<file path="src/rtl/cmp_minmax_ctrl_pkg.sv">
// Shared definitions for cmp_minmax_ctrl: sequencer state encodings.
package cmp_minmax_ctrl_pkg;

    typedef enum logic [2:0] {
        ST_IDLE    = 3'd0,
        ST_WAIT    = 3'd1,
        ST_CMP_MAX = 3'd2,
        ST_CMP_MIN = 3'd3,
        ST_DONE    = 3'd4
    } state_t;

endpackage

</file>
<file path="src/rtl/cmp_minmax_ctrl_comparator.sv">
// Unsigned magnitude comparator shared by the min/max sequencer.
module cmp_minmax_ctrl_comparator #(
    parameter int WIDTH = 4
) (
    input  logic [WIDTH-1:0] a,
    input  logic [WIDTH-1:0] b,
    output logic             a_gt_b,
    output logic             a_lt_b
);

    assign a_gt_b = (a > b);
    assign a_lt_b = (a < b);

endmodule

</file>
<file path="src/rtl/cmp_minmax_ctrl.sv">
// Finds min/max of a COUNT-sample burst by time-sharing one comparator.
// Define ARGIDX_EN to add first-occurrence index outputs min_idx/max_idx.
module cmp_minmax_ctrl
    import cmp_minmax_ctrl_pkg::*;
#(
    parameter int  WIDTH = 4,
    parameter int  COUNT = 8,
    localparam int IDX_W = $clog2(COUNT)
) (
    input  logic             clk,
    input  logic             rst_n,
    input  logic             start,
    input  logic             in_valid,
    output logic             in_ready,
    input  logic [WIDTH-1:0] in_data,
    output logic             busy,
    output logic             done,
    output logic [WIDTH-1:0] min_val,
    output logic [WIDTH-1:0] max_val
`ifdef ARGIDX_EN
    ,
    output logic [IDX_W-1:0] min_idx,
    output logic [IDX_W-1:0] max_idx
`endif
);

    localparam logic [IDX_W:0] LAST_CNT = (IDX_W+1)'(COUNT - 1);
    localparam logic [IDX_W:0] ONE_CNT  = (IDX_W+1)'(1);

    state_t           state;
    state_t           next_state;
    logic [IDX_W:0]   count;
    logic [WIDTH-1:0] hold;
    logic [WIDTH-1:0] cmp_b;
    logic             a_gt_b;
    logic             a_lt_b;
    logic             take;
    logic             first;
    logic             last;

    assign take  = in_valid && (state == ST_WAIT);
    assign first = (count == '0);
    assign last  = (count == LAST_CNT);

    // Moore outputs decoded straight from the state register.
    assign in_ready = (state == ST_WAIT);
    assign busy     = (state != ST_IDLE);
    assign done     = (state == ST_DONE);

    // The single comparator: B follows whichever running result is being tested.
    assign cmp_b = (state == ST_CMP_MIN) ? min_val : max_val;

    cmp_minmax_ctrl_comparator #(
        .WIDTH (WIDTH)
    ) u_comparator (
        .a      (hold),
        .b      (cmp_b),
        .a_gt_b (a_gt_b),
        .a_lt_b (a_lt_b)
    );

    // NOTE: non-blocking assignments keep every register sampling pre-edge values.
    always_ff @(posedge clk or negedge rst_n) begin
        if (!rst_n) begin
            state <= ST_IDLE;
        end else begin
            state <= next_state;
        end
    end

    always_comb begin
        // NOTE: default first, so no path through the case leaves next_state unassigned (no latch).
        next_state = state;
        case (state)
            ST_IDLE:    if (start) next_state = ST_WAIT;
            ST_WAIT:    if (take && !first) next_state = ST_CMP_MAX;
            ST_CMP_MAX: next_state = ST_CMP_MIN;
            ST_CMP_MIN: next_state = last ? ST_DONE : ST_WAIT;
            ST_DONE:    next_state = ST_IDLE;
            default:    next_state = ST_IDLE;
        endcase
    end

    // Results survive start and are only overwritten once sample 0 arrives.
    always_ff @(posedge clk or negedge rst_n) begin
        if (!rst_n) begin
            count   <= '0;
            hold    <= '0;
            min_val <= '0;
            max_val <= '0;
        end else begin
            case (state)
                ST_IDLE: begin
                    if (start) count <= '0;
                end
                ST_WAIT: begin
                    if (take) begin
                        if (first) begin
                            min_val <= in_data;
                            max_val <= in_data;
                            count   <= ONE_CNT;
                        end else begin
                            hold <= in_data;
                        end
                    end
                end
                ST_CMP_MAX: begin
                    if (a_gt_b) max_val <= hold;
                end
                ST_CMP_MIN: begin
                    if (a_lt_b) min_val <= hold;
                    count <= count + ONE_CNT;
                end
                default: ;
            endcase
        end
    end

`ifdef ARGIDX_EN
    // Strict compares only, so a tie keeps the index of the first occurrence.
    always_ff @(posedge clk or negedge rst_n) begin
        if (!rst_n) begin
            min_idx <= '0;
            max_idx <= '0;
        end else begin
            case (state)
                ST_WAIT: begin
                    if (take && first) begin
                        min_idx <= '0;
                        max_idx <= '0;
                    end
                end
                ST_CMP_MAX: if (a_gt_b) max_idx <= count[IDX_W-1:0];
                ST_CMP_MIN: if (a_lt_b) min_idx <= count[IDX_W-1:0];
                default: ;
            endcase
        end
    end
`endif

endmodule
</file>
<file path="config.mk">
export PLATFORM = sky130hd
export DESIGN_NAME = cmp_minmax_ctrl
export DESIGN_NICKNAME = d
export VERILOG_FILES = /design/src/rtl/cmp_minmax_ctrl_pkg.sv /design/src/rtl/cmp_minmax_ctrl_comparator.sv /design/src/rtl/cmp_minmax_ctrl.sv
export SDC_FILE = /design/constraint.sdc
export NUM_CORES = 1
export LEC_CHECK = 0
export BUFFER_PORTS_ARGS = -buffer_cell sky130_fd_sc_hd__buf_2
export CAP_MARGIN = 20
export CORE_MARGIN = 2
export CORE_UTILIZATION = 50
export DETAILED_ROUTE_END_ITERATION = 10
export GPL_ROUTABILITY_DRIVEN = 1
export GPL_TIMING_DRIVEN = 0
export PLACE_DENSITY = 0.74
export SYNTH_ARGS = -nofsm -noshare
export SYNTH_HDL_FRONTEND = slang
export SYNTH_SLANG_ARGS = --single-unit
</file>
<file path="constraint.sdc">
create_clock -name clk -period 2.7 [get_ports clk]
set_input_delay 0.54 -clock clk [delete_from_list [all_inputs] [get_ports clk]]
set_output_delay 0.54 -clock clk [all_outputs]
set_load 0.05 [all_outputs]
</file>
# Word-level counts from Yosys, hierarchy flattened
# Index checks and enable logic that the tools add are counted.
# word_totals
ff_bits,19
wordCells,49
inputBits,8
# op_classes
n_reduce_logical,14
magnitude_cmp,2
bitwise,1
n_eq_ne,11
mux,15
n_addsub,1
# ops
operator,n
4-bit two-way mux,8
4-bit case mux with 2 select lines,2
3-bit case mux with 4 select lines,1
4-bit case mux with 3 select lines,1
4-bit AND reduction,3
3-bit two-way mux,3
"2-bit inequality test, second input constant",4
"3-bit by 2-bit == test with 1-bit output, second input constant",2
3-bit nonzero test,2
"4-bit by 1-bit adder with 4-bit output, second input constant",1
"4-bit by 3-bit == test with 1-bit output, second input constant",1
4-bit greater-than comparator,1
4-bit logical NOT,1
4-bit less-than comparator,1
"2-bit by 1-bit inequality test with 1-bit output, second input constant",2
2-bit nonzero test,2
"3-bit by 1-bit == test with 1-bit output, second input constant",1
"3-bit == test, second input constant",1
3-bit logical NOT,1
3-bit AND reduction,1
1-bit logical AND,2
2-bit AND reduction,1
1-bit logical NOT,1
1-bit inverter,1

# Depth between registers and ports, before layout
# depth
depth_word,5
ltp_mapped,10
mapped_depth_nobuf,8

# By module
# From an unflattened synthesis, not the netlist that was laid out.
# hier_totals
hier_cells,105
area_unflattened_um2,1194.9
# by_module_without_submodules
mod,cells_each,n_inst,area_per_inst_um2
cmp_minmax_ctrl,90,1,1081.0
cmp_minmax_ctrl_comparator,15,1,113.9

# Least setup slack after synthesis
# OpenSTA, ideal clock, no wires.
# synth_timing
kind,reg-to-reg
from,reg state[2]
to,reg min_val[1]
setup_ps,125
path_stages_with_launch,10
t_required_ps,2575
setup_slack_ps,376
t_arrival_ps,2199
cell_sequence,dfrtp_1 > buf_4 > nand3b_1 > buf_2 > mux2i_1 > ha_1 > nor2b_1 > o211a_1 > o21bai_4 > mux2_2
# synth_via
elab_chain_cells,5
elab_cells_between_ends,11
classes_between,order compare: 1; eq/ne: 5; mux: 2; reduce/logical: 3
# synth_lines
element,line,rtl
"start, declared",cmp_minmax_ctrl.sv:30,state_t state;
"start signal, assigned",cmp_minmax_ctrl.sv:67,state <= next_state;
3-bit by 2-bit == test with 1-bit output,"cmp_minmax_ctrl.sv:51, cmp_minmax_ctrl.sv:92",
4-bit two-way mux,cmp_minmax_ctrl.sv:51,assign cmp_b = (state == ST_CMP_MIN) ? min_val : max_val;
4-bit less-than comparator,cmp_minmax_ctrl_comparator.sv:12,assign a_lt_b = (a < b);
2-bit inequality test (no source line),n/a,
4-bit AND reduction (no source line),n/a,
"end signal, assigned",cmp_minmax_ctrl.sv:99,min_val <= in_data;
"end signal, assigned",cmp_minmax_ctrl.sv:111,if (a_lt_b) min_val <= hold;
"end, declared",cmp_minmax_ctrl.sv:18,"output logic [WIDTH-1:0] min_val,"
# Several ways; a longest one is shown, not always the timed one.
# A chain may end at the register's enable or synchronous reset.

# Worst setup path after layout
# layout_timing
from,reg state[2]
to,reg max_val[1]
# layout_via
elab_chain_cells,5
elab_cells_between_ends,12
classes_between,order compare: 1; eq/ne: 6; mux: 2; reduce/logical: 3
# layout_lines
element,line,rtl
3-bit by 2-bit == test with 1-bit output,cmp_minmax_ctrl.sv:51,
4-bit two-way mux,cmp_minmax_ctrl.sv:51,
4-bit greater-than comparator,cmp_minmax_ctrl_comparator.sv:11,assign a_gt_b = (a > b);
2-bit inequality test (no source line),n/a,
4-bit AND reduction (no source line),n/a,
"end signal, assigned",cmp_minmax_ctrl.sv:100,max_val <= in_data;
"end signal, assigned",cmp_minmax_ctrl.sv:108,if (a_gt_b) max_val <= hold;
"end, declared",cmp_minmax_ctrl.sv:19,output logic [WIDTH-1:0] max_val
# Several ways; a longest one is shown, not always the timed one.

==> run summary <==
The number of DRC violations after detailed-routing iteration 0 came out at 11. The smallest clock period supported by the final layout is computed as 2.51 ns. The max-capacitance violation count came out at 0.

The critical path startpoint category is a flip-flop. The required arrival time at the worst endpoint came out at 2.91 ns. The area of the core came out at 0.00225 mm². The cell family with the largest share of critical-path delay is simple AND/OR/NAND/NOR gates.

The detail-routed net length per standard cell came out at 14.0 µm. The worst setup path is captured at a flip-flop. Yosys mapped the design onto 37 distinct sky130hd cell types. The simple logic cell fraction of the synthesized area came out at 24.7%. The Yosys warning count came out at 0. The weighted congestion at the end of routability-driven global placement is 0.810. The final setup violation count is 0. The final number of hold-violating endpoints was 0.

The die boundary width came out at approximately 53 µm. The worst ir drop on vdd came out at 0.000898 V. The via count of the first global-routing pass came out at between 800 and 900. The first global-routing pass estimated slightly above 4 mm of wire.

The initial utilization of the core area, before any placement, comes to 53.9%. The setup slack of the critical path after layout came out at about 0.19 ns. The total of buffers placed on input and output ports is 18. The post-route clock skew came out at 0.0113 ns. The area of the die came out at 0.00284 mm². The routed wire length came out at 2.42 mm.

The global routing usage on met3 came out at 3.39%. By area, the combinational part of the netlist is dominated by simple AND/OR/NAND/NOR gates. Of the synthesized area, sequential elements account for 39.1%. The instance area at placement is 0.00134 mm². The largest fanout of any net on the critical path came out at 10.

After synthesis the cells add up to 0.00122 mm². 19 I/O pins were placed. The count of antenna-violating nets left after detailed routing is 0. The share of synthesized cell area in full adder, half adder and majority cells is roughly 6.2%. The critical path contains buffers and inverters numbering 2 combined. The synthesis-to-layout area growth came out at 13.0%. TritonCTS built the clock tree. The worst relative slew slack is 71.3%.

The final worst-path cycle share is 93.1%. Setup repair after global routing left no endpoint under its margin. The most critical setup path has its endpoint at max_val[1]. CTS placed an instance of clkbuf_4 at the clock tree root.

The global-route track usage on met2 is 32.1%. Summing all non-filler instances in the final layout gives an area of around 0.0014 mm². The power density normalized to cell area came out at 1340 mW/mm². The number of setup buffers added after CTS is 0.

The number of H-tree branching levels is 1. The largest net degree at the start of global routing is 20. The run finished with clean final reports.

The cell with the most instances on the worst path is buf_4. Detailed placement finished with a half-perimeter wire length of 1.82 mm. For met1 alone, demand over resource in global routing was 28.7%.

The antenna diode instance count came out at 0. The ratio of cells with drive above 1 in the final layout came out at 29.2%. The average size of a mapped cell is approximately 10 µm². Counting every instance in the synthesized netlist gives 122. For the worst-skew pair, the clock arrives at the later sink with an insertion delay of 0.30 ns. The critical path goes through buf_4 -> nand3b_1 -> buf_4 -> mux2i_1 -> ha_1 -> nor2b_1 -> o211a_1 -> or3_1 -> a22oi_1.

met2 is the most crowded layer. The worst setup timing slack at the placement stage is 0.164 ns. For this design, the slowest cell found on the critical path is or3_1. The number of nets in the finished design came out at 159. The startpoint identified for the worst register-to-register timing path is state[2]. The number of buffers created by CTS is 3.

Tracing the worst setup path back leads to its startpoint at state[2]. The die span in y came out at 53.3 µm. The site row count came out at 17. The delay of the slowest cell on the worst path is 0.42 ns.

The final max-slew violation count came out at 0. The residual overflow from global routing came out at 0. The number of stages on the worst setup path came out at 9. The clock net in this run drives a total of 19 sinks. The aggregate negative setup slack is 0 ns.

The number of vias per cell came out at 5.49. Summing the areas of all compound-gate instances in the mapped netlist gives between 10% and 20% of the synthesized area. The tightest min-delay check is of the input pin to async pin type.

Clock-pin slew was measured on the worst setup and hold paths at 0.12 ns. Global routing used 20.7% of the available tracks. Across all layers, the routed design uses roughly 950 vias. The critical path start-end classification is flip-flop to flip-flop.

The post-synthesis xor/xnor area fraction came out at 0%. At the pin with the least slew margin, the transition time is 0.430 ns. The fmax came out at 398 MHz. The worst register-to-register path ends at max_val[1]. The overall power of the completed layout is 1.84 mW.

The net count of the mapped netlist came out at 136. The clock passes through at most 2 buffers. In this run, synthesis produced a sequential element count of 19. The number of detailed-routing iterations run before antenna repair is 4. The number of antenna violations at the first check in global routing is 0.

The length in cells of the worst reg-to-reg path came out at 9. The share of cell area taken by muxes after synthesis came out at 11.6%. The worst register-to-register path has a setup slack of around 0.19 ns.

The arrival time at the worst endpoint is 2.73 ns. The DRC violation count after routing came out at 0. In this run the static leakage power is roughly 0.65 nW.
logic make-up after synthesis:
kind of cell             after synthesis
flip-flops                            19
adder cells (fa/ha/maj)                6
AND/OR/NAND/NOR                       52
buffers and inverters                  9
multiplexers                          13
AO/OA/AOI/OAI                         23
cell type report:
cell class,count,area (µm²)
repair buffers,18,90.1
clock inverters,1,7.51
well taps,28,35.0
multi-input cells,94,696
flip-flops and latches,19,475
inverters,4,15.0
fillers,206,881
plain buffers,5,32.5
clock buffers,3,22.5
registers in the layout (all words and copies together), names as in the netlist:
register and flops:
count 4, hold 4, max_val 4, min_val 4
state 3
per-layer routing:
metal	vias to the layer above	share of wire [%]
li1	481	-
met5	-	0
met3	4	3.2
met2	17	46
met4	0	1.1
met1	443	50
Yosys cell counts:
master      n  area share [%]
nand3_1     3             1.2
and3b_1     1            0.72
nor3b_1     1            0.62
buf_2       3             1.2
nor3b_2     1             1.0
nor2_1     12             3.7
a22oi_1     5             3.1
a211oi_2    1             1.0
o22ai_1     1            0.51
nor2b_1     6             3.1
or3b_2      1            0.72
mux2i_1     4             3.3
nand2_1    17             5.2
and2_0      1            0.51
or3_1       2             1.0
nor4bb_4    1             2.1
mux2_2      8             7.4
mux2_1      1            0.93
a2bb2oi_1   1            0.72
o31ai_1     1            0.62
a31oi_1     1            0.51
nor4b_1     1            0.72
o211a_1     1            0.82
a22o_1      1            0.72
buf_4       2             1.2
a211oi_1    4             2.5
nor3b_4     1             1.5
nand4_1     1            0.51
ha_1        6             6.2
inv_1       4             1.2
o21bai_4    1             1.5
a21oi_1     1            0.41
o21ai_0     4             1.6
nand3b_1    2             1.2
o211ai_1    1            0.62
and2_4      1            0.72
dfrtp_1    19              39
per-stage QoR:
step | util [%] | instances | hold WS (ns)
5_1_grt | 60.9 | 172 | 0.174
3_3_place_gp | 59.5 | 168 | 0.488
4_1_cts | 60.8 | 172 | 0.166
3_5_place_dp | 59.5 | 168 | 0.508
2_1_floorplan | - | 122 | 0.244
6_report | 60.9 | 172 | 0.152
layout by cell type (no fill, tap or decap), types with 2 or more instances in the layout:
master    Yosys  routed
buf_2         3      20
dfrtp_1      19      19
nand2_1      17      17
nor2_1       12      12
mux2_2        8       8
nor2b_1       6       6
ha_1          6       6
a22oi_1       5       5
inv_1         4       4
mux2i_1       4       4
o21ai_0       4       4
a211oi_1      4       4
buf_4         2       3
nand3_1       3       3
clkbuf_4      0       3
or3_1         2       2
nand3b_1      2       2
what timing repair did:
item | CTS | global route
hold buffers | 0 | 0
endpoints found under the setup margin | 0 | 2
gates resized for setup | 0 | 2
where the power goes:
part	total (mW)	internal, mW	switching (mW)
Sequential	0.531	0.412	0.119
Clock	0.148	0.0564	0.0919
Combinational	1.16	0.451	0.709
Total	1.84	0.919	0.920
how the worst min path moves through the flow:
stage	startpoint	to	slack, ns
global route	rst_n	state[1]	0.17
global placement	min_val[0]	min_val[0]	0.49
finish	rst_n	state[1]	0.15
floorplan	rst_n	count[0]	0.24
detailed placement	rst_n	state[1]	0.51
CTS	rst_n	state[1]	0.17
Power figures use the tool's default switching activity.
